File: src/rtl/paws_clken_manager.sv
// Clock-enable and domain-reset manager for a single PLL output clock: PLL lock supervision plus per-channel programmable enable strobes.
// Optional feature macro: PAWS_CLKEN_RESYNC_EN adds the resync input that realigns all channel counters while running.
module paws_clken_manager #(
  parameter int CHANNELS    = 4,
  parameter int DIVW        = 8,
  parameter int LOCK_CYCLES = 16,
  parameter int DIV_RESET   = 1,
  localparam int SELW       = (CHANNELS > 1) ? $clog2(CHANNELS) : 1
) (
  input  logic                clkin,
  input  logic                reset,
  input  logic                pll_locked,
  input  logic                cfg_we,
  input  logic [SELW-1:0]     cfg_sel,
  input  logic [DIVW-1:0]     cfg_div,
  input  logic [DIVW-1:0]     cfg_phase,
`ifdef PAWS_CLKEN_RESYNC_EN
  input  logic                resync,
`endif
  output logic [CHANNELS-1:0] ce,
  output logic [CHANNELS-1:0] domain_reset,
  output logic                ready
);

  localparam int LCW = $clog2(LOCK_CYCLES + 1);
  localparam logic [LCW-1:0] LOCK_LAST = LCW'(LOCK_CYCLES - 1);

  typedef enum logic [1:0] {IDLE, WAIT_LOCK, STABLE, RUN} state_t;

  state_t           stateReg, stateNext;
  logic [LCW-1:0]   lockCntReg, lockCntNext;
  logic             lockMeta, lockSync;
  logic             readyReg;
  logic             runHold, runNext, entering, resyncHit, loadAll, countEn;
  logic [DIVW-1:0]  phaseClamp;

  // PLL lock is asynchronous to clkin; two flops before anything looks at it.
  always_ff @(posedge clkin) begin
    if (reset) begin
      lockMeta   <= 1'b0;
      lockSync   <= 1'b0;
      stateReg   <= IDLE;
      lockCntReg <= '0;
      readyReg   <= 1'b0;
    end else begin
      lockMeta   <= pll_locked;
      lockSync   <= lockMeta;
      stateReg   <= stateNext;
      lockCntReg <= lockCntNext;
      readyReg   <= runHold;
    end
  end

  always_comb begin
    stateNext   = stateReg;
    lockCntNext = lockCntReg;
    case (stateReg)
      IDLE:      stateNext = WAIT_LOCK;
      WAIT_LOCK: begin
        if (lockSync) begin
          stateNext   = STABLE;
          lockCntNext = '0;
        end
      end
      STABLE: begin
        if (!lockSync)                    stateNext = WAIT_LOCK;
        else if (lockCntReg == LOCK_LAST) stateNext = RUN;
        else                              lockCntNext = lockCntReg + LCW'(1);
      end
      RUN:       if (!lockSync) stateNext = WAIT_LOCK;
      default:   stateNext = IDLE;
    endcase
  end

  assign runNext  = (stateNext == RUN);
  assign runHold  = (stateReg == RUN) && runNext;
  assign entering = (stateReg == STABLE) && runNext;

`ifdef PAWS_CLKEN_RESYNC_EN
  assign resyncHit = runHold && resync;
`else
  assign resyncHit = 1'b0;
`endif

  assign loadAll    = entering || resyncHit;
  assign countEn    = runHold && !resyncHit;
  assign phaseClamp = (cfg_phase > cfg_div) ? cfg_div : cfg_phase;
  assign ready      = readyReg;

  for (genvar gi = 0; gi < CHANNELS; gi++) begin : gChan
    logic [DIVW-1:0] cntReg, cntNext, divReg, divNext, phaseReg, phaseNext;
    logic [DIVW-1:0] shDivReg, shPhaseReg;
    logic            pendReg, pendNext, ceReg, ceNext, drstReg, drstNext;
    logic            hit, wrap, apply;

    // Out-of-range selects match no channel, so those writes simply vanish.
    assign hit   = cfg_we && (cfg_sel == SELW'(gi));
    assign wrap  = countEn && (cntReg == divReg);
    assign apply = pendReg && (loadAll || wrap);

    always_comb begin
      divNext   = divReg;
      phaseNext = phaseReg;
      cntNext   = cntReg;
      pendNext  = pendReg;
      if (apply) begin
        divNext   = shDivReg;
        phaseNext = shPhaseReg;
        pendNext  = 1'b0;
      end
      if (loadAll)      cntNext = phaseNext;
      else if (wrap)    cntNext = apply ? phaseNext : '0;
      else if (countEn) cntNext = cntReg + DIVW'(1);
      // A write landing on the consuming edge stays queued for the next one.
      if (hit) pendNext = 1'b1;
      ceNext   = runNext && !resyncHit && (cntNext == divNext);
      drstNext = !runNext || (drstReg && !ceNext);
    end

    always_ff @(posedge clkin) begin
      if (reset) begin
        cntReg     <= '0;
        divReg     <= DIVW'(DIV_RESET);
        phaseReg   <= '0;
        shDivReg   <= DIVW'(DIV_RESET);
        shPhaseReg <= '0;
        pendReg    <= 1'b0;
        ceReg      <= 1'b0;
        drstReg    <= 1'b1;
      end else begin
        cntReg   <= cntNext;
        divReg   <= divNext;
        phaseReg <= phaseNext;
        pendReg  <= pendNext;
        ceReg    <= ceNext;
        drstReg  <= drstNext;
        if (hit) begin
          shDivReg   <= cfg_div;
          shPhaseReg <= phaseClamp;
        end
      end
    end

    assign ce[gi]           = ceReg;
    assign domain_reset[gi] = drstReg;
  end

endmodule

File: config.mk
export PLATFORM = sky130hd
export DESIGN_NAME = paws_clken_manager
export DESIGN_NICKNAME = d
export VERILOG_FILES = /design/src/rtl/paws_clken_manager.sv
export SDC_FILE = /design/constraint.sdc
export NUM_CORES = 1
export LEC_CHECK = 0
export ABC_AREA = 0
export BUFFER_PORTS_ARGS = -buffer_cell sky130_fd_sc_hd__buf_2
export CORE_MARGIN = 1
export CORE_UTILIZATION = 55
export CTS_BUF_LIST = sky130_fd_sc_hd__clkbuf_16
export DETAILED_ROUTE_END_ITERATION = 12
export PLACE_DENSITY = 0.73
export SYNTH_ARGS = -nofsm -noshare
export SYNTH_HDL_FRONTEND = slang
export SYNTH_SLANG_ARGS = --single-unit
File: constraint.sdc
create_clock -name clkin -period 3.2 [get_ports clkin]
set_clock_uncertainty 0.2 [all_clocks]
set_input_delay 0.64 -clock clkin [delete_from_list [all_inputs] [get_ports clkin]]
set_output_delay 0.64 -clock clkin [all_outputs]
set_load 0.1 [all_outputs]
==> impl_metrics.toml, run 1 <==
[synth]
synthTopCellsByCount = "dfxtp_1, nand2_1, nor2_1, a21oi_1, xnor2_1"
yosys_warnings = 0
async_flop_share_pct = 0
synth_enable_flop_cells = 0
syn_nets = 986
avgSynthCellArea_sq_um = 8.690
yosysMostFrequentCell = "dfxtp_1"
synth_top_area_share_pct = 44.13
ys_types = 52
ys_seq_elements = 182
yosysTopAreaCell = "dfxtp_1"
synth_cells = 950
netlist_area_sq_um = 8255
synthFlopType = "dfxtp_1"
yosysSeqAreaShare_pct = 44.13
yosys-top-cells-area = "dfxtp_1, nand2_1, xnor2_1, nor2_1, mux2i_1"

[setup_path]
r2r_cells = 10
crit_path_max_incr_delay_ns = 0.46
arrival_ns = 3.25
crit_family = "simple AND/OR/NAND/NOR gates"
crit_buf_inv = 0
cp_max_fo = 11
worstPathCellList = "ha_1, and3_1, ha_4, and4b_4, o21a_4, a222oi_1, xnor2_1, nand4_1, or3_4, a21o_1"
start_kind = "register"
regToRegStartpoint = "lockCntReg[0]"
critPathCaptureType = "register"
reg2reg_to = "gChan[2].drstReg"
slowest_stage = "a222oi_1"
regToRegSetupSlack_ns = 0.08
worstSetupPathType = "reg2reg"
worstPathRequired_ns = 3.33

[sta]
rsz0062_at_grt = "false"
fin_crit_sh_pct = 97.48
min_period_ns = 3.119
max-slew-margin-rel_pct = 44.19
setup_ws_ns = 0.08054
hold_violations = 0
whs_ns = 0.2110
finalSetupTns_ns = 0
worst_pin_slew_ns = 0.8372
finalMaxSlewViolations = 0
max_freq_mhz = 320.6
setup_viol = 0

[place]
place_congestion = 0.8883
place_ws_ns = -0.01822
placed_cells = 1169
port_buffers = 30
hpwlAfterDp_um = 14610

[detailed_routing]
remaining_drc_errors = 0
firstDrtPassIters = 7
wl_per_cell_um = 18.12
initialDrtViolationCount = 844
dr_total_vias = 7059
post_drt_via_cell_ratio = 5.834
drt.antenna.violating_nets = 0
finalWirelength_um = 21930

[floorplan]
core_area_sq_um = 14590
fp-row-count = 44
die_h_um = 124.5
die_x_um = 124.5
io_pins = 31
start_util_pct = 56.59
die-area_sq_um = 15500

[grt]
grt_max_degree = 166
antenna_found_initial = 1
grt_pass1_vias = 6444
grt_pass1_wl_um = 33710
grt_use_total_pct = 27.78
grt.overflow.total = 0

[clock_network]
clkSlewWorstSetupHoldPaths_ns = 0.06
cts-root-buf = "clkbuf_16"
cts.path.max_buffers = 2
ctsHoldBuffers = 0
cts-htree-levels = 4
cts_made_buffers = 17
worstSkewPairLatency_ns = 0.43
cts_tree = "yes"
clock_sinks = 182

[outcome]
status = "finished, final reports clean"

[power_and_ir_drop]
irDropWorstVdd_mv = 0.3764
p_leak_uw = 0.003816
power.density_nw_per_um2 = 479.9
power_uw = 4742

[flow_run]
drv_cap = 0

[layout]
fin_cells = 1210
fill_cells = 1150
drive_gt1_share_pct = 18.32
antenna_cells = 0
nets = 1052
areaGrowthSynthToFinish_pct = 19.69

[worst_hold_path]
hold_end = "lockMeta"
whs_path_depth = 2
min-delay-start = "pll_locked"
hold_path.class = "in2reg"
-- what timing repair did --
action                                  CTS  global route
pin swaps                                 2            15
buffers inserted                          1             9
endpoints found under the setup margin    3             8
cloned                                    0             2
gates resized for setup                   5            51
-- cell type report --
type                    count  area, sq um  area share [%]
clock buffers              17        425.4           4.305
inverters                  12        45.04          0.4559
well taps                 184        230.2           2.330
clock inverters            12        162.7           1.646
flip-flops and latches    182         3645           36.89
multi-input cells         694         4522           45.76
repair buffers            109        850.8           8.611
-- worst reg2reg max path, stage by stage (launching register included) --
cell and delay (ns):
dfxtp_1 0.34, ha_1 0.22, and3_1 0.21, ha_4 0.19, and4b_4 0.23, o21a_4 0.26, a222oi_1 0.46, xnor2_1 0.19
nand4_1 0.14, or3_4 0.39, a21o_1 0.18
-- per-layer routing --
layer / part of all wire (%) / global-route usage [%]
met1: 45 / 39.98
met2: 45 / 41.79
met3: 7.7 / 4.553
met4: 2.6 / 9.922
met5: 0 / 0
-- state kept, by name, indices dropped and copies added, names as in the netlist, 4 cells and up --
signal            cells
gChan.ceReg           4
gChan.pendReg         4
gChan.cntReg         32
gChan.divReg         32
gChan.phaseReg       32
gChan.shPhaseReg     32
gChan.drstReg         4
lockCntReg            5
gChan.shDivReg       32
-- report_power, final --
group / switching (uW) / internal [uW] / leakage [uW]
registers: 45.7 / 2310 / 0.00147
logic: 162 / 96.7 / 0.00206
clock network: 852 / 1280 / 0.000277
-- per-stage QoR --
stage / util [%] / instance area (sq um)
6_report: 67.73 / 9881
5_1_grt: 67.73 / 9881
4_1_cts: 65.07 / 9493
3_5_place_dp: 60.87 / 8880
3_3_place_gp: 60.87 / 8880
2_1_floorplan: - / 8255
-- worst max-delay path by stage --
stage,startpoint,endpoint,slack [ns],cells past startpoint
5_1_grt,lockCntReg[0],gChan[1].drstReg,0.0006,13
6_report,lockCntReg[0],gChan[2].drstReg,0.08,10
3_3_place_gp,lockCntReg[0],gChan[2].drstReg,0.01,10
2_1_floorplan,lockCntReg[0],gChan[2].drstReg,0.15,12
3_5_place_dp,lockCntReg[0],gChan[2].drstReg,-0.02,10
4_1_cts,lockCntReg[0],gChan[3].drstReg,0.00008,12
-- cell usage in the layout (no fill, tap or decap), drive strengths merged, types with 3 or more instances in the layout --
cell and instances:
nand4 19, clkbuf 19, nand2b 3, o21a 4
a21o 5, nor2b 6, buf 107, a21boi 3
a221oi 7, ha 14, clkinv 5, nand2 167
a211oi 35, nor4 8, a21oi 74, mux2i 41
nor2 119, and3 7, xnor2 53, dfxtp 182
nand3 21, clkinvlp 3, bufinv 4, o21ai 12
nor3 13, xor2 41, a222oi 18, inv 12
-- cell families (layout without fill, tap and decap cells) --
kind of cell               after synthesis  count (layout)  share of synthesized area [%]
AOI/OAI and AO/OA                      168             168                          14.00
xor gates and xnor gates                94              94                          9.973
adders and majority gates               14              14                          2.122
buffers and inverters                   74             150                          4.532
DFF                                    182             182                          44.13
muxes                                   41              41                          4.971
and+or+nand+nor                        377             377                          20.26
Note: power is estimated with default switching activity, not from simulation.
==> run 2: changes to the inputs <==
--- a/config.mk
+++ b/config.mk
@@ -12,6 +12,7 @@
 export CTS_BUF_LIST = sky130_fd_sc_hd__clkbuf_16
 export DETAILED_ROUTE_END_ITERATION = 12
 export PLACE_DENSITY = 0.73
+export RECOVER_POWER = 100
 export SYNTH_ARGS = -nofsm -noshare
 export SYNTH_HDL_FRONTEND = slang
 export SYNTH_SLANG_ARGS = --single-unit
==> run 2 against run 1 <==
Compared with the run above: the run now ends with max-capacitance violations, max-slew violations left; critical path type unchanged; non-clock buffer count unchanged; clock power about the same; highest routed layer unchanged; final area is 1.9% lower; sequential cell count unchanged; largest cell class unchanged.
==> impl_metrics.toml, run 2 (synthesis gave the netlist of run 1 again) <==
[outcome]
status = "finished with violations"
violations = "max-capacitance violations, max-slew violations"

[floorplan]
fp-row-count = 44
die-area_sq_um = 15500
die_h_um = 124.5
io_pins = 31
die_x_um = 124.5
start_util_pct = 56.59
core_area_sq_um = 14590

[setup_path]
start_kind = "register"
regToRegSetupSlack_ns = 0.08
crit_buf_inv = 0
crit_path_max_incr_delay_ns = 0.46
crit_family = "simple AND/OR/NAND/NOR gates"
arrival_ns = 3.25
critPathCaptureType = "register"
worstPathRequired_ns = 3.33
worstPathCellList = "ha_1, and3_1, ha_4, and4b_4, o21a_4, a222oi_1, xnor2_1, nand4_1, or3_4, a21o_1"
worstSetupPathType = "reg2reg"
cp_max_fo = 11
slowest_stage = "a222oi_1"

[sta]
min_period_ns = 3.120
hold_violations = 0
max-slew-margin-rel_pct = -24.11
max_freq_mhz = 320.5
rsz0062_at_grt = "false"
worst_pin_slew_ns = 1.862
setup_viol = 0
finalSetupTns_ns = 0
whs_ns = 0.2133
fin_crit_sh_pct = 97.50
finalMaxSlewViolations = 166

[place]
place_congestion = 0.8883
port_buffers = 30
placed_cells = 1169
hpwlAfterDp_um = 14610

[detailed_routing]
initialDrtViolationCount = 893
drt.antenna.violating_nets = 0
wl_per_cell_um = 18.17
dr_total_vias = 7027
remaining_drc_errors = 0
finalWirelength_um = 22000
post_drt_via_cell_ratio = 5.803
firstDrtPassIters = 7

[power_and_ir_drop]
irDropWorstVdd_mv = 0.3730
p_leak_uw = 0.003760
power.density_nw_per_um2 = 487.7

[clock_network]
cts.path.max_buffers = 2
cts-root-buf = "clkbuf_16"
cts_made_buffers = 17
worstSkewPairLatency_ns = 0.43
clock_sinks = 182
cts_tree = "yes"
ctsHoldBuffers = 0
clkSlewWorstSetupHoldPaths_ns = 0.06
cts-htree-levels = 4

[layout]
final_cell_mix = "dfxtp_1, nand2_1, nor2_1, a21oi_1, xnor2_1"
final_common_cell = "dfxtp_1"
fin_cells = 1211
fill_cells = 1195
drive_gt1_share_pct = 14.52
areaGrowthSynthToFinish_pct = 17.43
nets = 1052

[grt]
met1_usage_pct = 39.98
grt_pass1_vias = 6444
grt_use_total_pct = 27.78
grtUsageMet3_pct = 4.553
top_usage_layer = "met2"
grt.overflow.total = 0
grt_max_degree = 166
antenna_found_initial = 1
grtUsageMet2_pct = 41.79
grt_pass1_wl_um = 33710

[flow_run]
drv_cap = 1

[worst_hold_path]
hold_path.class = "in2reg"
run 2: cell type report:
type	count	area, sq um	share of cell area, %
antenna	1	2.502	0.02581
sequential	182	3645	37.60
tap	184	230.2	2.375
inverter	12	45.04	0.4646
multi-input combinational	694	4449	45.90
clock buffer	17	425.4	4.388
clock inverter	12	162.7	1.678
timing repair buffer	109	734.5	7.576
run 2: repair_timing:
action	CTS	global route
pin swaps	2	15
setup buffers	1	9
resized for setup	5	51
setup endpoints to repair	3	8
gates cloned	0	2
run 2: per-stage QoR:
step | power (uW) | setup WS (ns) | cell area (sq um) | util [%]
final | 4728 | 0.08007 | 9694 | 66.45
after global routing | 4864 | 0.0005904 | 9692 | 66.43
after CTS | 4756 | 0.00008282 | 9493 | 65.07
after detailed placement | 2648 | -0.01822 | 8880 | 60.87
after global placement | 2643 | 0.009753 | 8880 | 60.87
after floorplan | 2525 | 0.1460 | 8255 | -
run 2: layer usage:
layer  up-vias  part of all wire (%)  routed length [um]
met5         -                     0                   0
met1      3314                    46               10020
li1       3413                     -                   -
met4         0                   2.3                 501
met2       263                    45                9941
met3        37                   7.0                1534
run 2: path summary, 6_finish.rpt:
path,start,end,cells after the start
max reg2reg,lockCntReg[0],gChan[2].drstReg,10
max,lockCntReg[0],gChan[2].drstReg,10
min reg2reg,gChan[3].phaseReg[0],gChan[3].phaseReg[0],2
min,pll_locked,lockMeta,2
run 2: power breakdown:
part | total, uW | switching, uW | internal (uW) | leakage, uW
sequential | 2350 | 44.5 | 2310 | 0.00147
combinational | 247 | 162 | 85.3 | 0.00201
clock | 2130 | 850 | 1280 | 0.000277
total | 4730 | 1060 | 3670 | 0.00376
